===== src/rtl/posterior_accumulator.sv =====
// posterior_accumulator
//   Consumes the likelihood-array output bus (one bit per class row), builds one
//   counter per class, then runs a sequential argmax and reports the winning
//   class with a one-cycle done strobe.
//   Stochastic mode: counts 1s per class over a 2**Nwin cycle window.
//   Log mode: deserialises each class's 2**Nword_used-bit word, MSB first.
//   Optional feature: define POSTACC_COUNTS_EN to add the counts_out port, a
//   snapshot of every class counter taken on entry to DONE.
//   Handshake: start is a level sampled only in IDLE; busy is high from the
//   cycle after acceptance through the done cycle; done is a one-cycle pulse
//   and winner/winner_cnt/tie hold until the next done.
module posterior_accumulator #(
  parameter int  Narray     = 2,
  parameter int  Nword_used = 3,
  parameter int  Nwin       = 8,
  localparam int NCLASS     = 2**Narray,
  localparam int CNT_W      = ((Nwin + 1) > (2**Nword_used)) ? (Nwin + 1) : (2**Nword_used)
) (
  input  logic              clk,
  input  logic              rst,
  input  logic              start,
  input  logic              stoch_log,
  input  logic [NCLASS-1:0] bit_in,
  output logic              busy,
  output logic              done,
  output logic [Narray-1:0] winner,
  output logic [CNT_W-1:0]  winner_cnt,
  output logic              tie
`ifdef POSTACC_COUNTS_EN
  ,
  output logic [NCLASS*CNT_W-1:0] counts_out
`endif
);

  // Cycle counter must hold the larger of the two window lengths.
  localparam int CYC_W = ((Nwin > Nword_used) ? Nwin : Nword_used) + 1;
  localparam logic [CYC_W-1:0] L_STOCH = CYC_W'(2**Nwin);
  localparam logic [CYC_W-1:0] L_LOG   = CYC_W'(2**Nword_used);
  localparam logic [Narray-1:0] LAST_IDX = Narray'(NCLASS - 1);

  typedef enum logic [1:0] {
    S_IDLE    = 2'd0,
    S_ACCUM   = 2'd1,
    S_COMPARE = 2'd2,
    S_DONE    = 2'd3
  } state_t;

  state_t             state_q;
  logic               mode_q;
  logic [CYC_W-1:0]   cyc_q;
  logic [Narray-1:0]  idx_q;
  logic [CNT_W-1:0]   cnt_q [NCLASS];
  logic [CNT_W-1:0]   best_q;
  logic [Narray-1:0]  best_idx_q;
  logic               tie_run_q;
  logic               busy_q;
  logic               done_q;
  logic [Narray-1:0]  winner_q;
  logic [CNT_W-1:0]   winner_cnt_q;
  logic               tie_q;

  logic [CNT_W-1:0]   cur_cnt;
  logic [CNT_W-1:0]   best_d;
  logic [Narray-1:0]  best_idx_d;
  logic               tie_d;

`ifdef POSTACC_COUNTS_EN
  logic [NCLASS*CNT_W-1:0] counts_q;
  assign counts_out = counts_q;
`endif

  assign busy       = busy_q;
  assign done       = done_q;
  assign winner     = winner_q;
  assign winner_cnt = winner_cnt_q;
  assign tie        = tie_q;

  // Argmax step for the class under examination; lower index wins equal values.
  always_comb begin
    cur_cnt    = cnt_q[idx_q];
    best_d     = best_q;
    best_idx_d = best_idx_q;
    tie_d      = tie_run_q;
    if (idx_q == '0) begin
      best_d     = cur_cnt;
      best_idx_d = '0;
      tie_d      = 1'b0;
    end else if (cur_cnt > best_q) begin
      best_d     = cur_cnt;
      best_idx_d = idx_q;
      tie_d      = 1'b0;
    end else if (cur_cnt == best_q) begin
      tie_d      = 1'b1;
    end
  end

  // Control FSM with class counters and registered result outputs.
  always_ff @(posedge clk or posedge rst) begin
    if (rst) begin
      state_q      <= S_IDLE;
      mode_q       <= 1'b0;
      cyc_q        <= '0;
      idx_q        <= '0;
      for (int k = 0; k < NCLASS; k++) cnt_q[k] <= '0;
      best_q       <= '0;
      best_idx_q   <= '0;
      tie_run_q    <= 1'b0;
      busy_q       <= 1'b0;
      done_q       <= 1'b0;
      winner_q     <= '0;
      winner_cnt_q <= '0;
      tie_q        <= 1'b0;
`ifdef POSTACC_COUNTS_EN
      counts_q     <= '0;
`endif
    end else begin
      case (state_q)
        S_IDLE: begin
          done_q <= 1'b0;
          if (start) begin
            for (int k = 0; k < NCLASS; k++) cnt_q[k] <= '0;
            mode_q  <= stoch_log;
            cyc_q   <= stoch_log ? L_LOG : L_STOCH;
            busy_q  <= 1'b1;
            state_q <= S_ACCUM;
          end
        end
        S_ACCUM: begin
          for (int k = 0; k < NCLASS; k++) begin
            if (mode_q) cnt_q[k] <= {cnt_q[k][CNT_W-2:0], bit_in[k]};
            else        cnt_q[k] <= cnt_q[k] + CNT_W'(bit_in[k]);
          end
          cyc_q <= cyc_q - 1'b1;
          if (cyc_q == CYC_W'(1)) begin
            idx_q   <= '0;
            state_q <= S_COMPARE;
          end
        end
        S_COMPARE: begin
          best_q     <= best_d;
          best_idx_q <= best_idx_d;
          tie_run_q  <= tie_d;
          idx_q      <= idx_q + 1'b1;
          if (idx_q == LAST_IDX) begin
            winner_q     <= best_idx_d;
            winner_cnt_q <= best_d;
            tie_q        <= tie_d;
            done_q       <= 1'b1;
`ifdef POSTACC_COUNTS_EN
            for (int k = 0; k < NCLASS; k++) counts_q[k*CNT_W +: CNT_W] <= cnt_q[k];
`endif
            state_q      <= S_DONE;
          end
        end
        S_DONE: begin
          done_q  <= 1'b0;
          busy_q  <= 1'b0;
          state_q <= S_IDLE;
        end
        default: state_q <= S_IDLE;
      endcase
    end
  end

endmodule

===== config.mk =====
export PLATFORM = sky130hd
export DESIGN_NAME = posterior_accumulator
export DESIGN_NICKNAME = d
export VERILOG_FILES = /design/src/rtl/posterior_accumulator.sv
export SDC_FILE = /design/constraint.sdc
export NUM_CORES = 1
export LEC_CHECK = 0
export ABC_AREA = 1
export BUFFER_PORTS_ARGS = -buffer_cell sky130_fd_sc_hd__buf_2
export CAP_MARGIN = 10
export CORE_UTILIZATION = 30
export CTS_BUF_LIST = sky130_fd_sc_hd__clkbuf_4 sky130_fd_sc_hd__clkbuf_8
export CTS_CLUSTER_DIAMETER = 60
export DETAILED_ROUTE_END_ITERATION = 12
export PLACE_DENSITY_LB_ADDON = 0.2
export SYNTH_ARGS = -nofsm -noshare
export SYNTH_HDL_FRONTEND = slang
export SYNTH_SLANG_ARGS = --single-unit

===== constraint.sdc =====
create_clock -name clk -period 6.2 [get_ports clk]
set_input_delay 0 -clock clk [delete_from_list [all_inputs] [get_ports clk]]
set_output_delay 0 -clock clk [all_outputs]
set_load 0.005 [all_outputs]

[Word level (Yosys, flattened, before mapping)]
Cells that the tools add are included.
Word-level totals
  bits in registers: 76
  word-level logic and storage cells: 77
  input port bits: 8
  output and inout bits: 14
Operators by class
  bitwise logic cells: 1
  $add $sub $neg: 6
  mux-type cells: 29
  order comparisons: 2
  eq/ne operators: 9
  reduce and logical (&&, ||, !) cells: 14
Operators with widths (count)
  9-bit two-way mux: 10
  36-bit one-hot mux with 2 select lines: 1
  9-bit by 1-bit adder with 9-bit output: 4
  36-bit two-way mux: 1
  9-bit binary-select mux with 2-bit select: 1
  9-bit one-hot mux with 2 select lines: 1
  2-bit two-way mux: 6
  2-bit AND reduction: 6
  9-bit by 1-bit equality test with 1-bit output (second input constant): 1
  9-bit equality test: 1
  9-bit greater-than comparator: 1
  9-bit by 1-bit subtractor with 9-bit output (second input constant): 1
  2-bit one-hot mux with 4 select lines: 1
  2-bit nonzero test: 4
  2-bit equality test (second input constant): 3
  2-bit inequality test (second input constant): 3
  1-bit two-way mux: 5
  2-bit logical NOT: 2
  1-bit one-hot mux with 2 select lines: 2
  2-bit one-hot mux with 2 select lines: 1
  3-bit greater-or-equal comparator (second input constant): 1
  2-bit inverter with 3-bit output: 1
  3-bit AND reduction: 1
  2-bit by 1-bit adder with 2-bit output (second input constant): 1
  other kinds (2): 2

[Depth between registers and ports, before layout]
  depth in word-level cells: 8
  mapped depth: 17
  gate-level depth less buffers: 16

[Worst setup path after synthesis]
OpenSTA, ideal clock, no wires.
  path kind: register -> register
  from: register idx_q[0]
  to: register best_q[1]
  setup slack: 3.984 ns
  stages on the path, launching flop included: 15
  buffers on the path: 3
  required time: 6.082 ns
  arrival: 2.098 ns
  cells stage by stage: dfrtp_1 -> buf_2 -> buf_2 -> a21oi_1 -> o21ai_0 -> and2_1 -> ha_1 -> a21o_1 -> nor2_1 -> nand3_1 -> nand2_2 -> buf_6 -> nand3_1 -> nand3_1 -> nand2_1
On the way
  longest elaborated chain between the ends: 7
Ends and longest elaborated chain
  start: declaration: line 51  | logic [Narray-1:0] idx_q;
  start signal: assignment: line 143  | idx_q <= idx_q + 1'b1;
  2-bit inverter with 3-bit output (implied by the code): line 80  | cur_cnt = cnt_q[idx_q];
  9-bit binary-select mux with 2-bit select: line 80
  9-bit two-way mux (implied by the code) (2 in a row): line 80
  9-bit greater-than comparator: line 88  | end else if (cur_cnt > best_q) begin
  9-bit two-way mux: line 88
  9-bit two-way mux (*): line 84  | if (idx_q == '0) begin
  end signal: assignment: line 140  | best_q <= best_d;
  end: declaration: line 53  | logic [CNT_W-1:0] best_q;
Mark *: on every way between the ends. The rest lies on a longest branch, timed or not. The select of a mux whose other input is x is not followed.
A chain may end at the register's enable or synchronous reset.

[Worst setup path after layout]
  from: register idx_q[0]
  to: register best_q[5]
The elaborated chain is that of the path after synthesis.

==> flow_summary.ini <==
[floorplanning]
die_area_sq_um = 15840
core_sq_um = 14750
initial_utilization_pct = 31.20
die_w_um = 125.9
die_y_um = 125.9
num_io_pins = 22
rows = 44

[timing]
max_freq_ghz = 0.3222
rsz0062_at_grt = false
worstMarginPinSlew_ns = 1.010
tns_ns = 0
setup-violations-final = 0
period_needed_ns = 3.104
timing.final.hold_violations = 0
slew_violations = 0
timing.final.crit_share_pct = 50.06
whs_ns = 0.09141
skew_ns = 0.01542
slew_headroom_pct = 32.65

[yosys]
synth.most_common_cell = nand2_1
synthesis.instances = 619
synth_top_area_share_pct = 41.32
synthArstFlopShare_pct = 100.0
ys_warn_count = 0
synthTopCellsByArea = dfrtp_1 (41%), nand2_1 (12%), o21ai_0 (7.2%)
synth_flop_cell = dfrtp_1
synth_edf_count = 0
ys_ff_latch = 76
syn_area_per_cell_sq_um = 7.436
synth.distinct_cells = 33
synthTopCellsByCount = nand2_1 (142), dfrtp_1 (76), inv_1 (76), o21ai_0 (66), nand3_1 (54)
synth_area_sq_um = 4603
ys_seq_area_share_pct = 41.32
yosys.area.top_type = dfrtp_1
synth_fp_nets = 652

[critical_path]
reg2reg_slack_ns = 3.10
critical_path_arrival_ns = 3.37
r2r_cells = 14
critPathMaxFanout = 36
worstPathRequired_ns = 6.46
critPathCaptureType = flip-flop
crit_path_start_kind = flip-flop
worstSetupPathType = reg2reg
timing.rr.end = best_q[5]
rr_startpoint = idx_q[0]

[place]
port_buffers = 21
hpwl_um = 7750
gp_congestion = 0.7564

[grt]
grt-ovfl-total = 0
grt_max_degree = 77
antenna_found_initial = 0
grt_pass1_wl_um = 19040
grt_pass1_vias = 3730
grt_usage_pct = 15.35

[route]
drt-total-wl_um = 11410
via_per_inst = 4.917
drt_iter0_drc = 239
num_vias = 4052
firstDrtPassIters = 5
wire_per_inst_um = 13.84
drc = 0
ant_nets = 0

[clock_tree]
cts_root_buf = clkbuf_8
cts_tree = built
clockBufferDepth = 2
cts_buffers = 9
insertion_delay_ns = 0.38
cts_htree_levels = 3
path_clk_slew_ns = 0.09
clock_sinks = 76

[outcome]
status = finished clean

[pwr]
power-per-cell-area_nw_per_um2 = 542.3
finalPower_mw = 2.782
p_leak_nw = 2.521
irDropWorstVdd_uv = 170.3

[finish]
multi_input_comb_area_sq_um = 2283
antenna_cells = 0
final_core_util_pct = 34.77
seqCellArea_sq_um = 1902
layout-drive-gt1-share_pct = 8.438
filler_cell_count = 1591
final_nets = 668
area_growth_pct = 11.44

[job]
drv_cap = 0

[hold_path]
min-delay-start = start
hp-class = in2reg
whs_path_depth = 6
hold-path-endpoint = busy
[power by group]
group	switching, mW	internal (mW)
Sequential	0.191	0.700
Clock	0.201	0.237
Combinational	0.962	0.492
[area by class of cell]
class                           count  area share [%]
Tap cell                          184           4.488
Clock inverter                      6           1.707
Multi-Input combinational cell    438           44.51
Inverter                           80           5.878
Clock buffer                       10           2.683
Sequential cell                    76           37.07
Timing Repair Buffer               30           3.659
[routing by layer]
| layer | track usage (%) | vias to the layer above | wire length, um |
|---|---|---|---|
| met3 | 3.866 | 8 | 394 |
| met2 | 24.05 | 72 | 5150 |
| li1 | - | 2072 | - |
| met4 | 4.536 | 0 | 133 |
| met1 | 20.84 | 1900 | 5727 |
| met5 | 0 | - | 0 |
[logic make-up (layout without fill, tap and decap cells)]
family          count (synthesis)  after routing  synth area share, %
compound gates                142            142                16.91
xor+xnor                        6              6                1.142
fa+ha+maj                      25             25                6.795
buf+inv                       105            126                9.078
flops                          76             76                41.32
simple gates                  265            265                24.76
[sequential cells by signal, summed over array words and instances, names as in the netlist]
signal	flops
mode_q	1
winner_cnt	9
busy	1
best_q	9
done	1
tie	1
state_q	2
winner	2
cnt_q	36
idx_q	2
cyc_q	9
best_idx_q	2
tie_run_q	1
[worst max path at each step]
stage,start,endpoint,slack [ns]
finish,idx_q[0],best_q[5],3.10
global route,idx_q[0],best_q[6],2.71
CTS,idx_q[0],winner_cnt[5],3.12
detailed placement,idx_q[0],winner_cnt[5],3.15
global placement,idx_q[0],winner_cnt[3],3.26
floorplan,idx_q[0],best_q[1],3.98
[repair_timing]
action / CTS / global route
endpoints found under the hold margin: 82 / 0
buffers inserted: 0 / 0
gates resized for setup: 0 / 0
hold buffers: 6 / 0
[per-stage QoR]
| step | worst slack, ns | cell area (sq um) | cells |
|---|---|---|---|
| floorplan | 3.984 | 4603 | 619 |
| global placement | 3.265 | 4845 | 802 |
| detailed placement | 3.151 | 4845 | 802 |
| CTS | 3.117 | 5130 | 824 |
| global route | 2.705 | 5130 | 824 |
| finish | 3.096 | 5130 | 824 |
[worst max-delay path: stages (launching register included)]
cell      delay [ns]
dfrtp_1         0.94
inv_1           0.28
nand2_1         0.12
nand3_1         0.06
and2_1          0.19
ha_1            0.30
nand2_1         0.09
nor2_2          0.15
nand3b_1        0.08
nand3_1         0.14
nand2_2         0.18
nand2_2         0.19
nand2_1         0.11
nand3_1         0.08
nand2_1         0.06
[cell usage in the layout (no fill, tap or decap), types with 2 or more instances in the layout]
cell type,netlist,layout
nand2_1,142,142
dfrtp_1,76,76
inv_1,76,75
o21ai_0,66,66
nand3_1,54,54
a21oi_1,41,41
nor2_1,38,38
ha_1,25,25
buf_2,13,21
o22ai_1,14,14
clkbuf_8,0,10
and2_1,8,8
nand4_1,7,7
o21ai_1,6,6
dlygate4sd3_1,0,6
o211ai_1,5,5
nor3_1,5,5
inv_2,4,4
o32ai_1,4,4
or2_2,4,4
xor2_1,3,3
xnor2_1,3,3
clkinvlp_4,0,3
buf_4,0,3
nand3b_1,2,2
nand2_2,2,2
clkinv_2,0,2
o31ai_1,2,2
bufinv_16,0,2
Power figures use the tool's default switching activity.
